### src/rtl/rom_loader_rx.sv
`default_nettype none
// ============================================================================
// Module   : rom_loader_rx
// Purpose  : Receiving end of the ROM loading link. Accepts instruction words
//            over the four-phase load/sck/data/ack handshake and writes them
//            at consecutive addresses from 0 through the ROM controller's
//            write port. 'loading' holds the CPU in reset during a session.
// Options  : ROM_LOADER_CHECKSUM_EN adds a running modulo-2^DATA_WIDTH
//            checksum output of the words written in the session.
// Revision : 1.0 - initial release
// ============================================================================
module rom_loader_rx #(
    parameter int DATA_WIDTH    = 16,
    parameter int ADDRESS_WIDTH = 16
) (
    input  logic                     clk,
    input  logic                     reset_n,
    input  logic                     rom_loader_load,
    input  logic                     rom_loader_sck,
    input  logic [DATA_WIDTH-1:0]    rom_loader_data,
    output logic                     rom_loader_ack,
    output logic                     mem_write_req,
    output logic [ADDRESS_WIDTH-1:0] mem_write_addr,
    output logic [DATA_WIDTH-1:0]    mem_write_data,
    input  logic                     mem_write_done,
    output logic                     loading,
    output logic [ADDRESS_WIDTH:0]   word_count,
    output logic                     overflow
`ifdef ROM_LOADER_CHECKSUM_EN
    ,
    output logic [DATA_WIDTH-1:0]    checksum
`endif
);

    // Saturation ceiling of word_count is exactly 2^ADDRESS_WIDTH.
    localparam logic [ADDRESS_WIDTH:0]   WC_MAX   = {1'b1, {ADDRESS_WIDTH{1'b0}}};
    localparam logic [ADDRESS_WIDTH:0]   WC_ONE   = {{ADDRESS_WIDTH{1'b0}}, 1'b1};
    localparam logic [ADDRESS_WIDTH-1:0] ADDR_ONE = {{(ADDRESS_WIDTH-1){1'b0}}, 1'b1};

    typedef enum logic [1:0] {
        ST_IDLE     = 2'd0,
        ST_WAIT_SCK = 2'd1,
        ST_WRITE    = 2'd2,
        ST_ACK      = 2'd3
    } state_t;

    state_t                   state;
    logic                     load_meta;
    logic                     load_s;
    logic                     sck_meta;
    logic                     sck_s;
    logic                     sck_d;
    logic [ADDRESS_WIDTH-1:0] addr;
    logic                     sck_rise;
    logic                     addr_last;

    assign sck_rise  = sck_s & ~sck_d;
    assign addr_last = &addr;

    // Two-flop synchronizers for the asynchronous loader pins plus one extra
    // sck stage for rising-edge detection.
    always_ff @(posedge clk or negedge reset_n) begin
        if (!reset_n) begin
            load_meta <= 1'b0;
            load_s    <= 1'b0;
            sck_meta  <= 1'b0;
            sck_s     <= 1'b0;
            sck_d     <= 1'b0;
        end else begin
            load_meta <= rom_loader_load;
            load_s    <= load_meta;
            sck_meta  <= rom_loader_sck;
            sck_s     <= sck_meta;
            sck_d     <= sck_s;
        end
    end

    // Session FSM with registered outputs; counters hold their values in IDLE.
    always_ff @(posedge clk or negedge reset_n) begin
        if (!reset_n) begin
            state          <= ST_IDLE;
            rom_loader_ack <= 1'b0;
            mem_write_req  <= 1'b0;
            mem_write_addr <= '0;
            mem_write_data <= '0;
            loading        <= 1'b0;
            word_count     <= '0;
            overflow       <= 1'b0;
            addr           <= '0;
`ifdef ROM_LOADER_CHECKSUM_EN
            checksum       <= '0;
`endif
        end else begin
            case (state)
                ST_IDLE: begin
                    rom_loader_ack <= 1'b0;
                    loading        <= 1'b0;
                    if (load_s) begin
                        addr       <= '0;
                        word_count <= '0;
                        overflow   <= 1'b0;
`ifdef ROM_LOADER_CHECKSUM_EN
                        checksum   <= '0;
`endif
                        loading    <= 1'b1;
                        state      <= ST_WAIT_SCK;
                    end
                end
                ST_WAIT_SCK: begin
                    if (!load_s) begin
                        loading <= 1'b0;
                        state   <= ST_IDLE;
                    end else if (sck_rise) begin
                        mem_write_data <= rom_loader_data;
                        mem_write_addr <= addr;
                        mem_write_req  <= 1'b1;
                        state          <= ST_WRITE;
                    end
                end
                ST_WRITE: begin
                    // A load drop is only acted on once the write completes,
                    // and that word then receives no acknowledge.
                    if (mem_write_done) begin
                        mem_write_req <= 1'b0;
                        addr          <= addr + ADDR_ONE;
                        if (addr_last) begin
                            overflow <= 1'b1;
                        end
                        if (word_count != WC_MAX) begin
                            word_count <= word_count + WC_ONE;
                        end
`ifdef ROM_LOADER_CHECKSUM_EN
                        checksum <= checksum + mem_write_data;
`endif
                        if (load_s) begin
                            rom_loader_ack <= 1'b1;
                            state          <= ST_ACK;
                        end else begin
                            loading <= 1'b0;
                            state   <= ST_IDLE;
                        end
                    end
                end
                ST_ACK: begin
                    if (!load_s) begin
                        rom_loader_ack <= 1'b0;
                        loading        <= 1'b0;
                        state          <= ST_IDLE;
                    end else if (!sck_s) begin
                        rom_loader_ack <= 1'b0;
                        state          <= ST_WAIT_SCK;
                    end
                end
                default: begin
                    state <= ST_IDLE;
                end
            endcase
        end
    end

endmodule
`default_nettype wire
### config.mk
export PLATFORM = sky130hd
export DESIGN_NAME = rom_loader_rx
export DESIGN_NICKNAME = d
export VERILOG_FILES = /design/src/rtl/rom_loader_rx.sv
export SDC_FILE = /design/constraint.sdc
export NUM_CORES = 1
export LEC_CHECK = 0
export ABC_AREA = 0
export ABC_CLOCK_PERIOD_IN_PS = 4100
export CAP_MARGIN = 20
export CORE_UTILIZATION = 40
export DETAILED_ROUTE_END_ITERATION = 6
export GPL_TIMING_DRIVEN = 0
export PLACE_DENSITY = 0.63
export SKIP_CTS_REPAIR_TIMING = 1
export SLEW_MARGIN = 40
export SYNTH_ARGS = -nofsm -noshare
export SYNTH_HDL_FRONTEND = slang
export SYNTH_SLANG_ARGS = --single-unit
### constraint.sdc
create_clock -name clk -period 4.1 [get_ports clk]
set_clock_uncertainty 0.15 [all_clocks]
set_input_delay 0.82 -clock clk [delete_from_list [all_inputs] [get_ports clk]]
set_output_delay 0.82 -clock clk [all_outputs]
set_load 0.005 [all_outputs]
# Word-level counts from Yosys, hierarchy flattened

Cells that the tools add are included.

Register bits after elaboration: 76
Input bits: 21
Logic and storage cells: 76

Add/subtract/negate cells: 2
Eq/ne operators: 13
Mux-type cells: 32
Bitwise logic cells: 2
Reduce and logical (&&, ||, !) cells: 13

Operator list:

| kind                  | count |
|---|---|
| $mux 17               | 3 |
| $pmux 17 s2           | 1 |
| $mux 16               | 2 |
| $pmux 16 s2           | 1 |
| $reduce_and 4->1      | 5 |
| $add 17x1->17 const B | 1 |
| $ne 17x17->1 const B  | 1 |
| $add 16x1->16 const B | 1 |
| $reduce_and 16->1     | 1 |
| $mux 2                | 7 |
| $ne 2x2->1 const B    | 7 |
| $mux 1                | 13 |
| $pmux 2 s4            | 1 |
| $ne 3x3->1 const B    | 2 |
| $pmux 1 s3            | 2 |
| $reduce_and 3->1      | 2 |
| $eq 2x2->1 const B    | 2 |
| $pmux 1 s2            | 2 |
| $reduce_bool 2->1     | 2 |
| $reduce_bool 3->1     | 1 |
| $eq 2x1->1 const B    | 1 |
| $logic_not 2->1       | 1 |
| $reduce_or 2->1       | 1 |
| $and 1x1->1           | 1 |
| $not 1->1             | 1 |

# Logic depth before layout (Yosys ltp)

Gate-level depths: netlist of run 1.

Depth in word-level cells: 5
Mapped depth: 6

# Worst setup path before layout of run 1

No wires, ideal clock.

Path type: input to register
Start: in mem_write_done
End: reg addr[14]
Data arrival time: 2.381 ns
Required time: 3.872 ns
Setup slack: 1.491 ns
Cell stages on the path: 6
Path buffers: 2
Cell sequence: buf_2 mux2i_2 or4_1 clkbuf_1 or4_1 a21oi_1

Longest elaborated chain between the ends: 2

Ends and longest elaborated chain:

| element                    | line | source |
|---|---|---|
| from (decl)                | 25   | `input logic mem_write_done,` |
| $ne 2x2->1 (no line)       | --   |  |
| $reduce_and 3->1 (no line) | --   |  |
| to (signal assigned)       | 125  | `addr <= addr + ADDR_ONE;` |
| to (decl)                  | 53   | `logic [ADDRESS_WIDTH-1:0] addr;` |

Every way passes these cells.
A chain may end at the register's enable or synchronous reset.

# Worst setup path in the final report of run 1

Same ends and word-level chain as after synthesis.

==> results of run 1 <==
==> registers in the layout, indices dropped and copies added (netlist names) <==
signal,cells
load_s,1
sck_d,1
rom_loader_ack,1
mem_write_data,16
sck_s,1
mem_write_req,1
mem_write_addr,16
addr,16
word_count,17
sck_meta,1
state,2
load_meta,1
overflow,1
loading,1
==> power by group through the flow <==
stage / clock, mW / combinational [mW] / sequential (mW)
2_1_floorplan: 0 / 0.0852 / 0.856
3_3_place_gp: 0 / 0.246 / 0.851
3_5_place_dp: 0 / 0.251 / 0.855
4_1_cts: 0.705 / 0.253 / 0.840
5_1_grt: 0.737 / 0.271 / 0.848
6_report: 0.687 / 0.248 / 0.839
==> metal layers <==
layer,vias to the layer above,GRT usage
li1,1265,-
met1,1283,0.248
met2,71,0.256
met3,10,0.0491
met4,0,0.0756
met5,-,0
==> path summary, 6_finish.rpt <==
kind,endpoint,depth (start not counted)
setup / recovery,addr[14]$_DFFE_PN0P_,6
hold / removal,mem_write_data[10]$_DFFE_PN0P_,1
setup reg to reg,addr[4]$_DFFE_PN0P_,5
hold reg to reg,sck_s$_DFF_PN0_,0
max in group asynchronous,word_count[10]$_DFFE_PN0P_,2
min in group clk,sck_s$_DFF_PN0_,0
==> logic make-up after synthesis <==
kind of cell	count (synthesis)	synth area share
AND/OR/NAND/NOR	105	0.168
flip-flops	76	0.557
AO/OA/AOI/OAI	49	0.0887
multiplexers	35	0.116
buffers and inverters	23	0.0260
XOR/XNOR	13	0.0334
adder cells (fa/ha/maj)	3	0.0110
==> layout by cell type (no fill, tap or decap), types with 9 or more instances in the layout <==
cell type,n
clkbuf_8,9
xnor2_1,11
dfrtp_1,76
nand2_1,23
clkbuf_1,15
nor2_1,21
nand3_1,9
mux2_2,33
clkdlybuf4s50_1,71
o21ai_0,15
a21oi_1,15
==> layout make-up <==
class	count	area, um2
Fill cell	697	3680
Sequential cell	76	1900
Multi-Input combinational cell	205	1430
Timing Repair Buffer	73	749
Tap cell	105	131
Clock buffer	10	128
Clock inverter	6	111
Buffer	17	66.3
Inverter	6	22.5
==> results.sh, run 1 <==
export IMPL_start_kind="primary input"
export IMPL_track_usage=0.177
export IMPL_drt_initial_drc_count=132
export IMPL_final_cells=498
export IMPL_root_buffer="clkbuf_8"
export IMPL_synth_top_area_share=0.557
export IMPL_period_minus_slack_ns=2.44
export IMPL_clk_latency_ns=0.35
export IMPL_grt_max_degree=47
export IMPL_grt_overflow_total=0
export IMPL_synth_seq_cells=76
export IMPL_wl_per_cell_um=14.3
export IMPL_final_cell_area_um2=4540
export IMPL_yosysTopAreaCell="dfrtp_1"
export IMPL_dp_slack_ns=1.28
export IMPL_wl_met2_um=3180
export IMPL_hold_viol=0
export IMPL_die_h_um=94.4
export IMPL_max_freq_ghz=0.409
export IMPL_path_class="in2reg"
export IMPL_power_total_mw=1.77
export IMPL_core_um2=8220
export IMPL_required_ns=4.23
export IMPL_antenna_cells=0
export IMPL_path_cells="buf_2 > mux2i_2 > or4_1 > clkbuf_1 > or4_1 > a21oi_1"
export IMPL_drive_gt1_frac=0.150
export IMPL_antenna_found_initial=0
export IMPL_clkPwrFrac=0.387
export IMPL_slew_headroom=0.505
export IMPL_ys_flop_type="dfrtp_1"
export IMPL_period_share=0.596
export IMPL_postLayoutSetupSlackWorst_ns=1.66
export IMPL_gp_congestion=0.786
export IMPL_ys_warn_count=0
export IMPL_cp_max_fo=10
export IMPL_drv_cap=0
export IMPL_grt_pass1_wl_um=12200
export IMPL_numCtsBuffers=9
export IMPL_dp_cells=482
export IMPL_switching_share=0.228
export IMPL_routed_top_layer="met4"
export IMPL_status="completed"
export IMPL_place_area_um2=4300
export IMPL_reg2reg_slack_ns=1.70
export IMPL_setup_viol=0
export IMPL_seq_area_frac_synth=0.557
export IMPL_syn_nets=328
export IMPL_grt_pass1_vias=2497
export IMPL_fin_util=0.552
export IMPL_initial_utilization=0.415
export IMPL_nNetsFinal=412
export IMPL_rsz0062_at_grt="no"
export IMPL_syn_avg_cell_area_um2=11.2
export IMPL_synth_edff_count=0
export IMPL_worst_path_buf_inv=2
export IMPL_die_area_um2=8900
export IMPL_cts_sinks=76
export IMPL_cts_tree="built"
export IMPL_worstPathArrival_ns=2.57
export IMPL_io_pins=74
export IMPL_clockBufferDepth=2
export IMPL_critPathSlowestCell="or4_1"
export IMPL_worst_pin_slew_ns=0.736
export IMPL_setup_worst_path_start="mem_write_done"
export IMPL_die_w_um=94.4
export IMPL_hold_class="in2async"
export IMPL_via_per_inst=5.28
export IMPL_row_count=33
export IMPL_internal_power_mw=1.37
export IMPL_ys_types=40
export IMPL_synthCells=304
export IMPL_critical_path_top_delay_family="simple AND/OR/NAND/NOR gates"
export IMPL_met3_length_um=464
export IMPL_hpwl_um=5030
export IMPL_path_clk_slew_ns=0.08
export IMPL_p_leak_nw=1.89
export IMPL_synthTopCellsByArea="dfrtp_1 56%, mux2_2 11%, xnor2_1 2.8%"
export IMPL_powerDensity_nw_per_um2=391
export IMPL_power_switching_uw=404
export IMPL_r2r_start="state[0]$_DFFE_PN0P_"
export IMPL_peakVddDrop_v=0.000267
export IMPL_syn_area_um2=3410
export IMPL_synthTopCellsByCount="76 x dfrtp_1, 33 x mux2_2, 23 x nand2_1"
export IMPL_cp_slowest_stage_delay_ns=0.55
export IMPL_ant_nets=0
export IMPL_wirelength_um=7130
export IMPL_wl_met1_um=3370
export IMPL_p_seq_frac=0.473
export IMPL_cts_htree_levels=3
export IMPL_synthArstFlopShare=1.00
export IMPL_remaining_drc_errors=0
export IMPL_area_growth_pct=33.0
export IMPL_power_frac_comb=0.140
export IMPL_worst_setup_path_end_kind="flip-flop"
export IMPL_vias=2629
export IMPL_slew_violations=0
export IMPL_finalSetupTns_ns=0
export IMPL_drtPass1Iterations=4
export IMPL_place_port_buffers=72
export IMPL_hold_ws_ns=0.186
export IMPL_synth_most_common_cell="dfrtp_1"
export IMPL_cp_common_cell="or4_1"
Note: power is estimated with default switching activity, not from simulation.
==> run 2: changes to the inputs <==
ABC_CLOCK_PERIOD_IN_PS = 1950   (was 4100)
PLACE_DENSITY = 0.66   (was 0.63)
clock period = 1.95 ns   (was 4.1 ns; I/O delays follow)
==> run 2 against run 1 <==
- cell area up 9.2%
- clock-buffer cell count up 1
- the run now ends with setup timing left
- worst setup slack worse by 1.9 ns
- via count up 5.3%
- hold slack better by 0.017 ns
- critical path depth unchanged
- sequential cell count unchanged
- register-to-register slack worse by 1.9 ns
- sequential share of layout area down 3.3 points
==> results.sh, run 2 (synthesis results as in run 1) <==
export IMPL_cts_tree="built"
export IMPL_wirelength_um=7730
export IMPL_antenna_cells=0
export IMPL_clk_latency_ns=0.34
export IMPL_nFillCells=669
export IMPL_peakVddDrop_v=0.000590
export IMPL_max_freq_ghz=0.465
export IMPL_status="finished, violations left"
export IMPL_drtPass1Iterations=4
export IMPL_dp_cells=482
export IMPL_reg2reg_slack_ns=-0.20
export IMPL_initial_utilization=0.415
export IMPL_postLayoutSetupSlackWorst_ns=-0.200
export IMPL_path_cells="ha_2 > nand3b_1 > or4_4 > buf_8 > or4_1 > a21oi_1"
export IMPL_ant_nets=0
export IMPL_place_port_buffers=72
export IMPL_drt_initial_drc_count=89
export IMPL_numCtsBuffers=9
export IMPL_core_um2=8220
export IMPL_largest_register_ffs=17
export IMPL_path_class="reg2reg"
export IMPL_violations="setup timing"
export IMPL_start_kind="flip-flop"
export IMPL_gp_congestion=0.790
export IMPL_drv_cap=0
export IMPL_required_ns=2.07
export IMPL_root_buffer="clkbuf_8"
export IMPL_rsz0062_at_grt="yes"
export IMPL_period_minus_slack_ns=2.15
export IMPL_path_clk_slew_ns=0.07
export IMPL_hpwl_um=5030
export IMPL_worstPathArrival_ns=2.27
export IMPL_grt_max_degree=50
export IMPL_die_w_um=94.4
export IMPL_hold_viol=0
export IMPL_nNetsFinal=435
export IMPL_top_register="word_count"
export IMPL_final_cells=520
export IMPL_p_leak_nw=2.09
export IMPL_critPathSlowestCell="or4_4"
export IMPL_critical_path_top_delay_family="simple AND/OR/NAND/NOR gates"
export IMPL_io_pins=74
export IMPL_drive_gt1_frac=0.313
export IMPL_r2r_start="addr[1]$_DFFE_PN0P_"
export IMPL_period_share=1.10
export IMPL_wl_per_cell_um=14.9
export IMPL_grt_pass1_wl_um=12000
export IMPL_dp_slack_ns=-0.443
export IMPL_r2r_cells=6
export IMPL_slew_violations=0
export IMPL_worstHoldEndpoint="sck_s$_DFF_PN0_"
export IMPL_track_usage=0.175
export IMPL_worst_path_buf_inv=1
export IMPL_hold_class="reg2reg"
export IMPL_worst_setup_path_end_kind="flip-flop"
export IMPL_cts_sinks=76
export IMPL_setup_viol=9
export IMPL_clockBufferDepth=2
export IMPL_area_growth_pct=45.2
export IMPL_min_from="sck_meta$_DFF_PN0_"
export IMPL_cts_htree_levels=3
export IMPL_holdPathStages=0
export IMPL_grt_pass1_vias=2517
export IMPL_vias=2769
export IMPL_slew_headroom=0.681
export IMPL_die_h_um=94.4
export IMPL_die_area_um2=8900
export IMPL_row_count=33
export IMPL_cp_max_fo=6
export IMPL_antenna_found_initial=0
export IMPL_powerDensity_nw_per_um2=762
export IMPL_worstReg2RegEnd="addr[14]$_DFFE_PN0P_"
export IMPL_worst_pin_slew_ns=0.475
export IMPL_via_per_inst=5.33
export IMPL_cp_slowest_stage_delay_ns=0.54
export IMPL_layout_common_cells="70 x clkdlybuf4s50_1, 66 x dfrtp_1, 33 x mux2_2"
export IMPL_grt_overflow_total=0
export IMPL_final_common_cell="clkdlybuf4s50_1"
export IMPL_remaining_drc_errors=0
==> run 2: layout make-up <==
| class | instances | area (um2) | area share |
|---|---|---|---|
| multi-input cells | 205 | 1570 | 0.317 |
| clock buffers | 11 | 141 | 0.0285 |
| clock inverters | 4 | 97.6 | 0.0197 |
| plain buffers | 15 | 135 | 0.0273 |
| flip-flops and latches | 76 | 1910 | 0.386 |
| inverters | 6 | 22.5 | 0.00455 |
| well taps | 105 | 131 | 0.0265 |
| repair buffers | 98 | 942 | 0.190 |
==> run 2: worst reg2reg max path: stages, from the launching register on <==
cell and delay, ns:
dfrtp_1 0.40, ha_2 0.19, nand3b_1 0.13, or4_4 0.54
buf_8 0.15, or4_1 0.39, a21oi_1 0.14
==> run 2: worst max path at each step <==
stage          depth (start not counted)                 start                             to
3_5_place_dp                           5  state[0]$_DFFE_PN0P_     word_count[14]$_DFFE_PN0P_
5_1_grt                                6   addr[1]$_DFFE_PN0P_           addr[12]$_DFFE_PN0P_
3_3_place_gp                           1               reset_n  mem_write_data[1]$_DFFE_PN0P_
6_report                               6   addr[1]$_DFFE_PN0P_           addr[14]$_DFFE_PN0P_
4_1_cts                                5  state[0]$_DFFE_PN0P_     word_count[14]$_DFFE_PN0P_
2_1_floorplan                          6   addr[0]$_DFFE_PN0P_           addr[12]$_DFFE_PN0P_
==> run 2: power breakdown <==
part	internal [mW]	leakage [nW]	total [mW]	switching, mW
combinational	0.365	0.983	0.568	0.203
sequential	1.70	0.996	1.77	0.0749
clock	0.879	0.116	1.44	0.557
==> run 2: metrics by stage <==
step                      hold WS [ns]  total power [mW]  cell area [um2]  setup TNS [ns]   util
after floorplan                -0.0556              1.98             3460          -0.309      -
after global placement           0.182              2.31             4310         -196.20  0.525
after detailed placement         0.126              2.33             4340          -16.77  0.528
after CTS                       -0.246              3.78             4580          -17.77  0.557
after global routing             0.214              3.95             4950           -1.61  0.603
final                            0.203              3.78             4950          -0.654  0.603
==> run 2: routing by layer <==
metal	up-vias	share of wire	track usage
li1	1309	-	-
met1	1360	0.46	0.232
met2	88	0.47	0.271
met3	12	0.059	0.0467
met4	0	0.015	0.0705
met5	-	0	0
